===== config.mk =====
export PLATFORM = sky130hd
export DESIGN_NAME = argmax_pipe
export DESIGN_NICKNAME = d
export VERILOG_FILES = /design/src/rtl/argmax_pipe.sv
export SDC_FILE = /design/constraint.sdc
export NUM_CORES = 1
export LEC_CHECK = 0
export BUFFER_PORTS_ARGS = -buffer_cell sky130_fd_sc_hd__buf_2
export CAP_MARGIN = 10
export CELL_PAD_IN_SITES_DETAIL_PLACEMENT = 1
export CELL_PAD_IN_SITES_GLOBAL_PLACEMENT = 2
export CORE_ASPECT_RATIO = 1.25
export CORE_UTILIZATION = 36
export DETAILED_ROUTE_END_ITERATION = 12
export PLACE_DENSITY = 0.89
export REMOVE_ABC_BUFFERS = 1
export SYNTH_ARGS = -nofsm -noshare
export SYNTH_HDL_FRONTEND = slang
export SYNTH_SLANG_ARGS = --single-unit

===== constraint.sdc =====
create_clock -name clk -period 3.3 [get_ports clk]
set_input_delay 0.33 -clock clk [delete_from_list [all_inputs] [get_ports clk]]
set_output_delay 0.33 -clock clk [all_outputs]
set_load 0.1 [all_outputs]

===== src/rtl/argmax_pipe.sv =====
// Pipelined argmax over N_CLASSES scores: binary reduction tree, one register
// rank per level, lowest index wins on equal values, tie flag when the max repeats.
module argmax_pipe #(
    parameter int  N_CLASSES = 10,
    parameter int  W         = 16,
    parameter bit  SIGNED    = 1'b0,
    localparam int IDX_W     = $clog2(N_CLASSES)
) (
    input  logic                   clk,
    input  logic                   rst,
    input  logic                   in_valid,
    input  logic [N_CLASSES*W-1:0] in_scores,
    output logic                   out_valid,
    output logic [IDX_W-1:0]       out_index,
    output logic [W-1:0]           out_value,
    output logic                   out_tie
);
    localparam int LEVELS = IDX_W;
    localparam int NP     = 1 << LEVELS;

    function automatic logic beats(input logic [W-1:0] b, input logic [W-1:0] a);
        if (SIGNED) beats = $signed(b) > $signed(a);
        else        beats = b > a;
    endfunction

    // Level 0 is the (padded) leaf row; level LEVELS is the combinational root
    // that feeds the output registers. Levels in between are register ranks.
    for (genvar l = 0; l <= LEVELS; l++) begin : g_lvl
        localparam int NN = NP >> l;
        logic [NN-1:0]            vld;
        logic [NN-1:0][W-1:0]     val;
        logic [NN-1:0][IDX_W-1:0] idx;
        logic [NN-1:0]            tie;

        if (l == 0) begin : g_leaf
            for (genvar k = 0; k < NP; k++) begin : g_k
                if (k < N_CLASSES) begin : g_real
                    assign vld[k] = 1'b1;
                    assign val[k] = in_scores[k*W +: W];
                end else begin : g_pad
                    assign vld[k] = 1'b0;
                    assign val[k] = '0;
                end
                assign idx[k] = IDX_W'(k);
                assign tie[k] = 1'b0;
            end
        end else begin : g_node
            localparam int NC = 2 * NN;
            logic [NC-1:0]            c_vld;
            logic [NC-1:0][W-1:0]     c_val;
            logic [NC-1:0][IDX_W-1:0] c_idx;
            logic [NC-1:0]            c_tie;
            logic [NN-1:0]            n_vld;
            logic [NN-1:0][W-1:0]     n_val;
            logic [NN-1:0][IDX_W-1:0] n_idx;
            logic [NN-1:0]            n_tie;
            logic [NN-1:0]            b_win;

            assign c_vld = g_lvl[l-1].vld;
            assign c_val = g_lvl[l-1].val;
            assign c_idx = g_lvl[l-1].idx;
            assign c_tie = g_lvl[l-1].tie;

            always_comb begin
                b_win = '0;
                n_vld = '0;
                n_val = '0;
                n_idx = '0;
                n_tie = '0;
                for (int j = 0; j < NN; j++) begin
                    b_win[j] = c_vld[2*j+1] &
                               (~c_vld[2*j] | beats(c_val[2*j+1], c_val[2*j]));
                    n_vld[j] = c_vld[2*j] | c_vld[2*j+1];
                    n_val[j] = b_win[j] ? c_val[2*j+1] : c_val[2*j];
                    n_idx[j] = b_win[j] ? c_idx[2*j+1] : c_idx[2*j];
                    n_tie[j] = (b_win[j] ? c_tie[2*j+1] : c_tie[2*j]) |
                               (c_vld[2*j] & c_vld[2*j+1] & (c_val[2*j] == c_val[2*j+1]));
                end
            end

            if (l < LEVELS) begin : g_reg
                always_ff @(posedge clk) begin
                    vld <= n_vld;
                    val <= n_val;
                    idx <= n_idx;
                    tie <= n_tie;
                end
            end else begin : g_root
                assign vld = n_vld;
                assign val = n_val;
                assign idx = n_idx;
                assign tie = n_tie;
            end
        end
    end

    logic [LEVELS-1:0] v_pipe;
    logic              root_load;

    // Valid that accompanies the data entering the output rank.
    if (LEVELS == 1) begin : g_load_direct
        assign root_load = in_valid;
    end else begin : g_load_chain
        assign root_load = v_pipe[LEVELS-2];
    end

    always_ff @(posedge clk) begin
        if (rst) begin
            v_pipe <= '0;
        end else begin
            v_pipe[0] <= in_valid;
            for (int i = 1; i < LEVELS; i++) v_pipe[i] <= v_pipe[i-1];
        end
    end

    always_ff @(posedge clk) begin
        if (rst) begin
            out_index <= '0;
            out_value <= '0;
            out_tie   <= 1'b0;
        end else if (root_load && g_lvl[LEVELS].vld[0]) begin
            out_index <= g_lvl[LEVELS].idx[0];
            out_value <= g_lvl[LEVELS].val[0];
            out_tie   <= g_lvl[LEVELS].tie[0];
        end
    end

    assign out_valid = v_pipe[LEVELS-1];

endmodule


* Yosys cells after proc, flatten, opt, wreduce, memory -nomap -nowiden
Cells that the tools add are included. Widths: inputs -> output; s select.
Storage, ports and cells: register bits after elaboration 227, input port bits 163, output and inout bits 22, logic and storage cells 71
Cells by class: order comparisons 9, equal/unequal tests 9, multiplexer cells 22, bitwise logic cells 4
Operator list (number):
- $eq 16x16->1 | 9
- $gt 16x16->1 | 9
- $mux 16 | 9
- $mux 1 | 9
- $mux 4 | 2
- $or 1x1->1 | 4
- $mux 3 | 1
- $mux 2 | 1

* Depth between registers and ports, before layout
Gate-level depths: netlist (run 1).
depth in word-level cells 3, depth in mapped cells 10

* Worst setup path before layout (run 1)
Ideal clock, no wire load.
kind register to register, start point register g_lvl[1].val[46] in the netlist's numbering, end point register g_lvl[2].idx[4] in the netlist's numbering, data arrival time 2.198 ns, required time 3.179 ns, slack 0.980 ns, stages on the path, launching flop included 10, path buffers 1, path through dfxtp_1 -> inv_1 -> ha_1 -> nand4_1 -> nor3_4 -> a21boi_2 -> a2111oi_4 -> a41oi_4 -> buf_8 -> mux2_4
RTL lines:
- start: declaration | line 31 | logic [NN-1:0][W-1:0] val;
- start signal: assignment | line 84 | val <= n_val;
- end signal: assignment | line 85 | idx <= n_idx;
- end: declaration | line 32 | logic [NN-1:0][IDX_W-1:0] idx;

==> results of run 1 <==
[metrics by stage]
step | area (um2) | setup WS [ps] | util [%] | total power, mW
CTS | 12300 | 523 | 44.3 | 8.25
finish | 12300 | 578 | 44.3 | 8.13
detailed placement | 11500 | 525 | 41.6 | 5.66
global route | 12300 | 406 | 44.3 | 8.62
global placement | 11500 | 580 | 41.6 | 5.57
floorplan | 10100 | 648 | - | 4.89
[flip-flops by register name, indices dropped and copies added, names as in the netlist]
name,count
g_lvl.val,160
out_value,16
g_lvl.idx,14
g_lvl.tie,10
out_index,4
v_pipe,4
out_tie,1
[synthesized netlist by cell type, types with 2 or more instances]
cell type | number | share of area (%)
o22ai_1 | 2 | 0.12
mux2i_1 | 22 | 2.2
buf_6 | 4 | 0.44
nand3_1 | 2 | 0.098
mux2_4 | 18 | 2.6
nor3_1 | 2 | 0.098
a2111oi_4 | 2 | 0.54
nor2_1 | 38 | 1.4
nand4_1 | 31 | 1.9
mux2_2 | 112 | 12
nor2b_1 | 16 | 0.98
ha_1 | 144 | 18
a41oi_4 | 2 | 0.54
o211ai_1 | 6 | 0.44
nand2_1 | 11 | 0.40
buf_2 | 4 | 0.20
a21oi_1 | 33 | 1.6
o21bai_1 | 4 | 0.29
buf_8 | 2 | 0.29
a21boi_2 | 2 | 0.22
inv_1 | 150 | 5.5
and2_1 | 3 | 0.18
o31ai_1 | 3 | 0.22
dfxtp_1 | 209 | 41
nor3_4 | 2 | 0.32
or2_2 | 3 | 0.18
mux2_1 | 2 | 0.22
a211oi_1 | 25 | 1.8
nand2b_1 | 2 | 0.12
nand3b_1 | 2 | 0.15
or3_1 | 2 | 0.12
a31oi_2 | 4 | 0.49
and4_1 | 4 | 0.34
a21o_1 | 27 | 2.0
clkbuf_1 | 7 | 0.26
o21a_1 | 11 | 0.81
o21ai_0 | 15 | 0.73
[report_power, final]
group	internal, mW	total, mW	switching (mW)
Clock	1.55	2.55	0.995
Sequential	2.96	3.22	0.260
Combinational	1.16	2.35	1.19
Total	5.68	8.13	2.45
[layout make-up]
type	count	area (um2)	area share (%)
Multi-Input combinational cell	562	5340	43.5
Timing Repair Buffer	196	1010	8.23
Tap cell	350	438	3.56
Sequential cell	209	4180	34.0
Inverter	150	563	4.58
Clock buffer	27	611	4.97
Clock inverter	11	141	1.15
[layer usage]
layer | routed length, um | vias up
met5 | 0 | -
met4 | 496 | 0
met3 | 798 | 30
met2 | 13400 | 115
met1 | 9810 | 3504
li1 | - | 3672
[worst paths after layout]
check	from	slack, ps	cells past startpoint	endpoint
max reg2reg	g_lvl[1].val[43]	580	9	g_lvl[2].idx[4]
min reg2reg	g_lvl[2].val[47]	320	0	g_lvl[3].val[31]
max	g_lvl[1].val[43]	580	9	g_lvl[2].idx[4]
min	in_scores[107]	70	2	g_lvl[1].val[59]
[cell families (layout without fill, tap and decap cells)]
family          count (synthesis)  after routing  synth area share (%)
flops                         209            209                  41.0
buf+inv                       168            384                  6.77
mux                           154            154                  17.4
fa+ha+maj                     144            144                  17.6
compound gates                144            144                  10.7
simple gates                  120            120                  6.54
[worst reg2reg max path, stage by stage (launching register included)]
cell	delay (ps)
dfxtp_1	350
inv_1	50
ha_1	320
nand4_1	210
nor3_4	290
a21boi_2	250
a2111oi_4	90
a41oi_4	420
buf_4	300
mux2_4	330
==> flow_summary.json, run 1 <==
{
  "layout_common_cells": "dfxtp_1 (209), buf_2 (184), inv_1 (150), ha_1 (144), mux2_2 (112)",
  "ys_seq_area_share_pct": 41.0,
  "critPathMaxStageDelay_ps": 420,
  "worstPathArrival_ps": 3110,
  "dp.cells": 1467,
  "drt-pass1-iter-count": 6,
  "start_kind": "flip-flop",
  "cts_tree": "built",
  "path_class": "flip-flop to flip-flop",
  "route.vias.total": 7321,
  "grt_max_degree": 43,
  "antenna_left": 0,
  "yosysUniqueCellTypes": 48,
  "fin_cells": 1505,
  "design.portCount": 185,
  "path_clk_slew_ps": 60,
  "async_flop_share_pct": 0,
  "avgRoutedWirePerCell_um": 16.3,
  "ys_warn_count": 0,
  "cts-root-buf": "clkbuf_16",
  "antenna_cells": 0,
  "setup_viol": 0,
  "die_w_um": 153,
  "whs_ps": 68.6,
  "crit_buf_inv": 2,
  "slew_viol_final": 0,
  "rsz0062_at_grt": "false",
  "cp.required_ps": 3690,
  "cts_setup_buffers": 0,
  "routed_via_density": 4.86,
  "drtIter0Drc": 177,
  "skew_ps": 15.3,
  "grt_pass1_wl_mm": 39.6,
  "areaGrowthSynthToFinish_pct": 20.3,
  "core_area_um2": 27700,
  "die_h_um": 190,
  "maxSlewHeadroom_pct": 26.7,
  "leakage_nw": 6.14,
  "cts_hold_buf": 0,
  "clk_latency_ps": 500,
  "power.density_nw_per_um2": 661,
  "global_route.usage.met2_pct": 34.2,
  "crit_slowest_cell": "a41oi_4",
  "top_usage_layer": "met2",
  "grtUsageMet1_pct": 18.2,
  "avgSynthCellArea_um2": 10.9,
  "synth_edf_count": 0,
  "gr-usage-all-layers_pct": 17.0,
  "ys_ff_latch": 209,
  "place.gp.congestion": 0.777,
  "clockBufferDepth": 3,
  "critPathMaxFanout": 10,
  "cap_violations": 0,
  "fillCellCount": 3131,
  "fmax_ghz": 0.367,
  "drc_errors": 0,
  "nets": 1449,
  "numPortBuffers": 184,
  "period_minus_slack_ps": 2720,
  "first_global_vias": 8035,
  "finalHoldViolCount": 0,
  "status": "finished, final reports clean",
  "htreeDepth": 1,
  "syn_area_um2": 10200,
  "numCtsBuffers": 23,
  "totalWireLength_mm": 24.5,
  "final_common_cell": "dfxtp_1",
  "cp-end-kind": "flip-flop",
  "syn_inst": 939,
  "final_layout_size_suffix_gt1_share_pct": 33.1,
  "initial_core_util_pct": 36.8,
  "synth_flop_cell": "dfxtp_1",
  "finalSetupTns_ps": 0,
  "critPathTopFamily": "compound AO/OA/AOI/OAI gates",
  "die_area_um2": 29100,
  "max-vdd-ir-drop_mv": 0.376,
  "period_share_pct": 82.5,
  "worst_slew_pin_slew_ps": 1100,
  "cts_resized": 0,
  "path_cells": "inv_1, ha_1, nand4_1, nor3_4, a21boi_2, a2111oi_4, a41oi_4, buf_4, mux2_4",
  "met3_usage_pct": 2.48,
  "gr-total-overflow": 0,
  "clock-sinks": 209,
  "dp_hpwl_mm": 20.2,
  "hold_path.class": "primary input to flip-flop",
  "antenna_found_initial": 0,
  "rows": 68
}
(Power assumes the default switching activity.)
==> inputs of run 2 (changes only) <==
Settings changed: ABC_AREA set to 1, CORE_UTILIZATION 36 to 32, PLACE_DENSITY 0.89 to 0.88.
Clock period 3.3 ns to 2.9 ns, I/O delays scaled along.
==> flow_summary.json, run 2 <==
{
  "final_util_pct": 39.7,
  "path_class": "primary input to flip-flop",
  "status": "finished, final reports clean",
  "cts_tree": "built",
  "die_w_um": 162,
  "hold_depth": 3,
  "synth_top_family_by_area": "simple AND/OR/NAND/NOR gates",
  "cp.depth": 12,
  "gr-usage-all-layers_pct": 16.6,
  "totalWireLength_mm": 26.4,
  "route.vias.total": 8848,
  "synth_edf_count": 0,
  "path_cells": "dlygate4sd3_1, buf_2, ha_1, nand2_1, inv_1, nand3_1, nor3_2, o21ai_0, nand2_1, nand2_1, inv_2, o21ai_0",
  "first_global_vias": 9421,
  "synth_fa_ha_area_share_pct": 17.6,
  "ys_ff_latch": 209,
  "drtIter0Drc": 280,
  "top_regs": "g_lvl.val (160), out_value (16), g_lvl.idx (14)",
  "avgSynthCellArea_um2": 7.79,
  "dp.cells": 1877,
  "antenna_cells": 0,
  "cp.required_ps": 3270,
  "sw_frac_of_total_pct": 34.5,
  "gr-total-overflow": 0,
  "max-vdd-ir-drop_mv": 0.512,
  "rows": 72,
  "ys_seq_area_share_pct": 41.0,
  "yosys.area.top_type": "dfxtp_1",
  "fmax_ghz": 0.435,
  "p_seq_share_pct": 39.0,
  "initial_core_util_pct": 32.8,
  "seqCellArea_um2": 4180,
  "critPathMaxStageDelay_ps": 540,
  "finalHoldViolCount": 0,
  "layout_common_cells": "nand2_1 (308), inv_1 (213), dfxtp_1 (209), buf_2 (184), ha_1 (144)",
  "intPower_mw": 6.30,
  "drt-pass1-iter-count": 4,
  "grt_max_degree": 32,
  "largest-register": "g_lvl.val",
  "cts-root-buf": "clkbuf_16",
  "synth_compound_area_share_pct": 10.8,
  "cp_common_cell": "nand2_1",
  "cap_violations": 0,
  "largest_reg_flops": 160,
  "areaGrowthSynthToFinish_pct": 21.3,
  "worst_slew_pin_slew_ps": 733,
  "dp_hpwl_mm": 21.6,
  "core_area_um2": 31200,
  "rsz0062_at_grt": "false",
  "die_h_um": 202,
  "synthMuxAreaShare_pct": 0,
  "synth_flop_cell": "dfxtp_1",
  "yosysUniqueCellTypes": 26,
  "clockBufferDepth": 3,
  "leakage_nw": 6.51,
  "synthXorXnorAreaFrac_pct": 0,
  "synth_top_area_share_pct": 41.0,
  "antenna_found_initial": 0,
  "hold_path.class": "primary input to flip-flop",
  "numPortBuffers": 184,
  "slew_viol_final": 0,
  "multi_input_area_um2": 5010,
  "cp-end-kind": "flip-flop",
  "maxSlewHeadroom_pct": 51.1,
  "setup_viol": 0,
  "power_frac_clock_pct": 31.6,
  "critPathTopFamily": "buffers and inverters",
  "setup_ws_ps": 601,
  "synth_commonest_cells": "nand2_1 (308), inv_1 (213), dfxtp_1 (209), ha_1 (144), o21ai_0 (115)",
  "path_clk_slew_ps": 60,
  "htreeDepth": 1,
  "cts_setup_buffers": 0,
  "numCtsBuffers": 23,
  "syn_inst": 1311,
  "avgRoutedWirePerCell_um": 13.7,
  "synthMostInstantiatedCell": "nand2_1",
  "fin_cells": 1923,
  "routed_via_density": 4.60,
  "crit_slowest_cell": "dlygate4sd3_1",
  "fillCellCount": 3934,
  "drc_errors": 0,
  "critPathMaxFanout": 31,
  "totalPowerFinal_mw": 9.62,
  "nets": 1807,
  "period_minus_slack_ps": 2300,
  "period_share_pct": 79.3,
  "clock-sinks": 209,
  "grt_pass1_wl_mm": 44.4,
  "skew_ps": 11.6,
  "dp_slack_ps": 499,
  "ys_top_cells_by_area": "dfxtp_1 (41%), ha_1 (18%), nand2_1 (11%)",
  "worstPathArrival_ps": 2660,
  "reg2reg_depth": 10,
  "final_common_cell": "nand2_1",
  "power_switching_mw": 3.31,
  "syn_area_um2": 10200,
  "async_flop_share_pct": 0,
  "place.gp.congestion": 0.816,
  "power.density_nw_per_um2": 777,
  "ys_warn_count": 0,
  "synth-simple-area-share_pct": 20.7,
  "crit_buf_inv": 4,
  "clk_latency_ps": 500,
  "power_frac_comb_pct": 29.4,
  "design.portCount": 185,
  "antenna_left": 0,
  "finalSetupTns_ps": 0,
  "start_kind": "primary input",
  "die_area_um2": 32600,
  "final_layout_size_suffix_gt1_share_pct": 16.6
}
==> run 2: cell types whose count changed in the layout (fill, tap and decap cells not counted), sizes merged, moves of 27 or more <==
cell | before | now
nand2 | 11 | 317
mux2 | 132 | 0
nand3 | 2 | 110
o21ai | 15 | 118
inv | 150 | 215
a21oi | 33 | 90
a21o | 27 | 0
==> run 2: metrics by stage <==
step                      cell area, um2  hold WS [ps]
after detailed placement           11500           313
after global routing               12400          3.18
final                              12400          9.69
after floorplan                    10000           310
after global placement             11500           312
after CTS                          12400         0.759
==> run 2: path summary, 6_finish.rpt <==
kind,startpoint,endpoint,slack [ps]
max,in_scores[159],g_lvl[1].val[76],600
min,in_scores[93],g_lvl[1].val[45],10
max reg2reg,g_lvl[3].val[13],out_value[15],650
min reg2reg,g_lvl[2].val[36],g_lvl[3].val[20],320
==> run 2: power by group through the flow <==
stage / registers (mW) / clock network, mW / logic, mW
after global placement: 3.82 / 0 / 2.77
after floorplan: 3.81 / 0 / 1.85
after global routing: 3.81 / 3.24 / 3.31
final: 3.75 / 3.03 / 2.83
after detailed placement: 3.83 / 0 / 2.86
after CTS: 3.77 / 3.11 / 2.89
==> run 2: what timing repair did <==
| action | CTS | global route |
|---|---|---|
| setup endpoints to repair | 0 | 0 |
| gates resized for setup | 0 | 0 |
| hold endpoints to repair | 5 | 0 |
| hold buffers | 5 | 0 |
==> run 2: area by class of cell <==
type | instances | share of cell area [%]
Clock inverter | 14 | 1.56
Multi-Input combinational cell | 852 | 40.5
Inverter | 214 | 6.49
Tap cell | 407 | 4.11
Sequential cell | 209 | 33.8
Timing Repair Buffer | 200 | 8.61
Clock buffer | 27 | 4.93
==> run 2: kinds of logic (layout without fill, tap and decap cells) <==
kind of cell	Yosys count	after routing
adders and majority gates	144	144
buffers and inverters	250	455
AOI/OAI and AO/OA	216	216
and+or+nand+nor	492	492
DFF	209	209
==> run 2: worst reg2reg max path, cell delays in order (launching register included) <==
cell	delay [ps]
dfxtp_1	310
inv_1	60
ha_1	300
a21oi_1	150
o21ai_0	100
a21oi_1	290
nand2_4	220
nand2_2	370
nand2_1	150
nand3_1	110
a21oi_1	70
==> run 2: layer usage <==
layer	share of wire [%]	wire length, um	global-route usage, %
met1	41	10900	18.6
met2	54	14200	32.9
met3	3.1	804	1.90
met4	1.5	401	3.54
met5	0	0	0
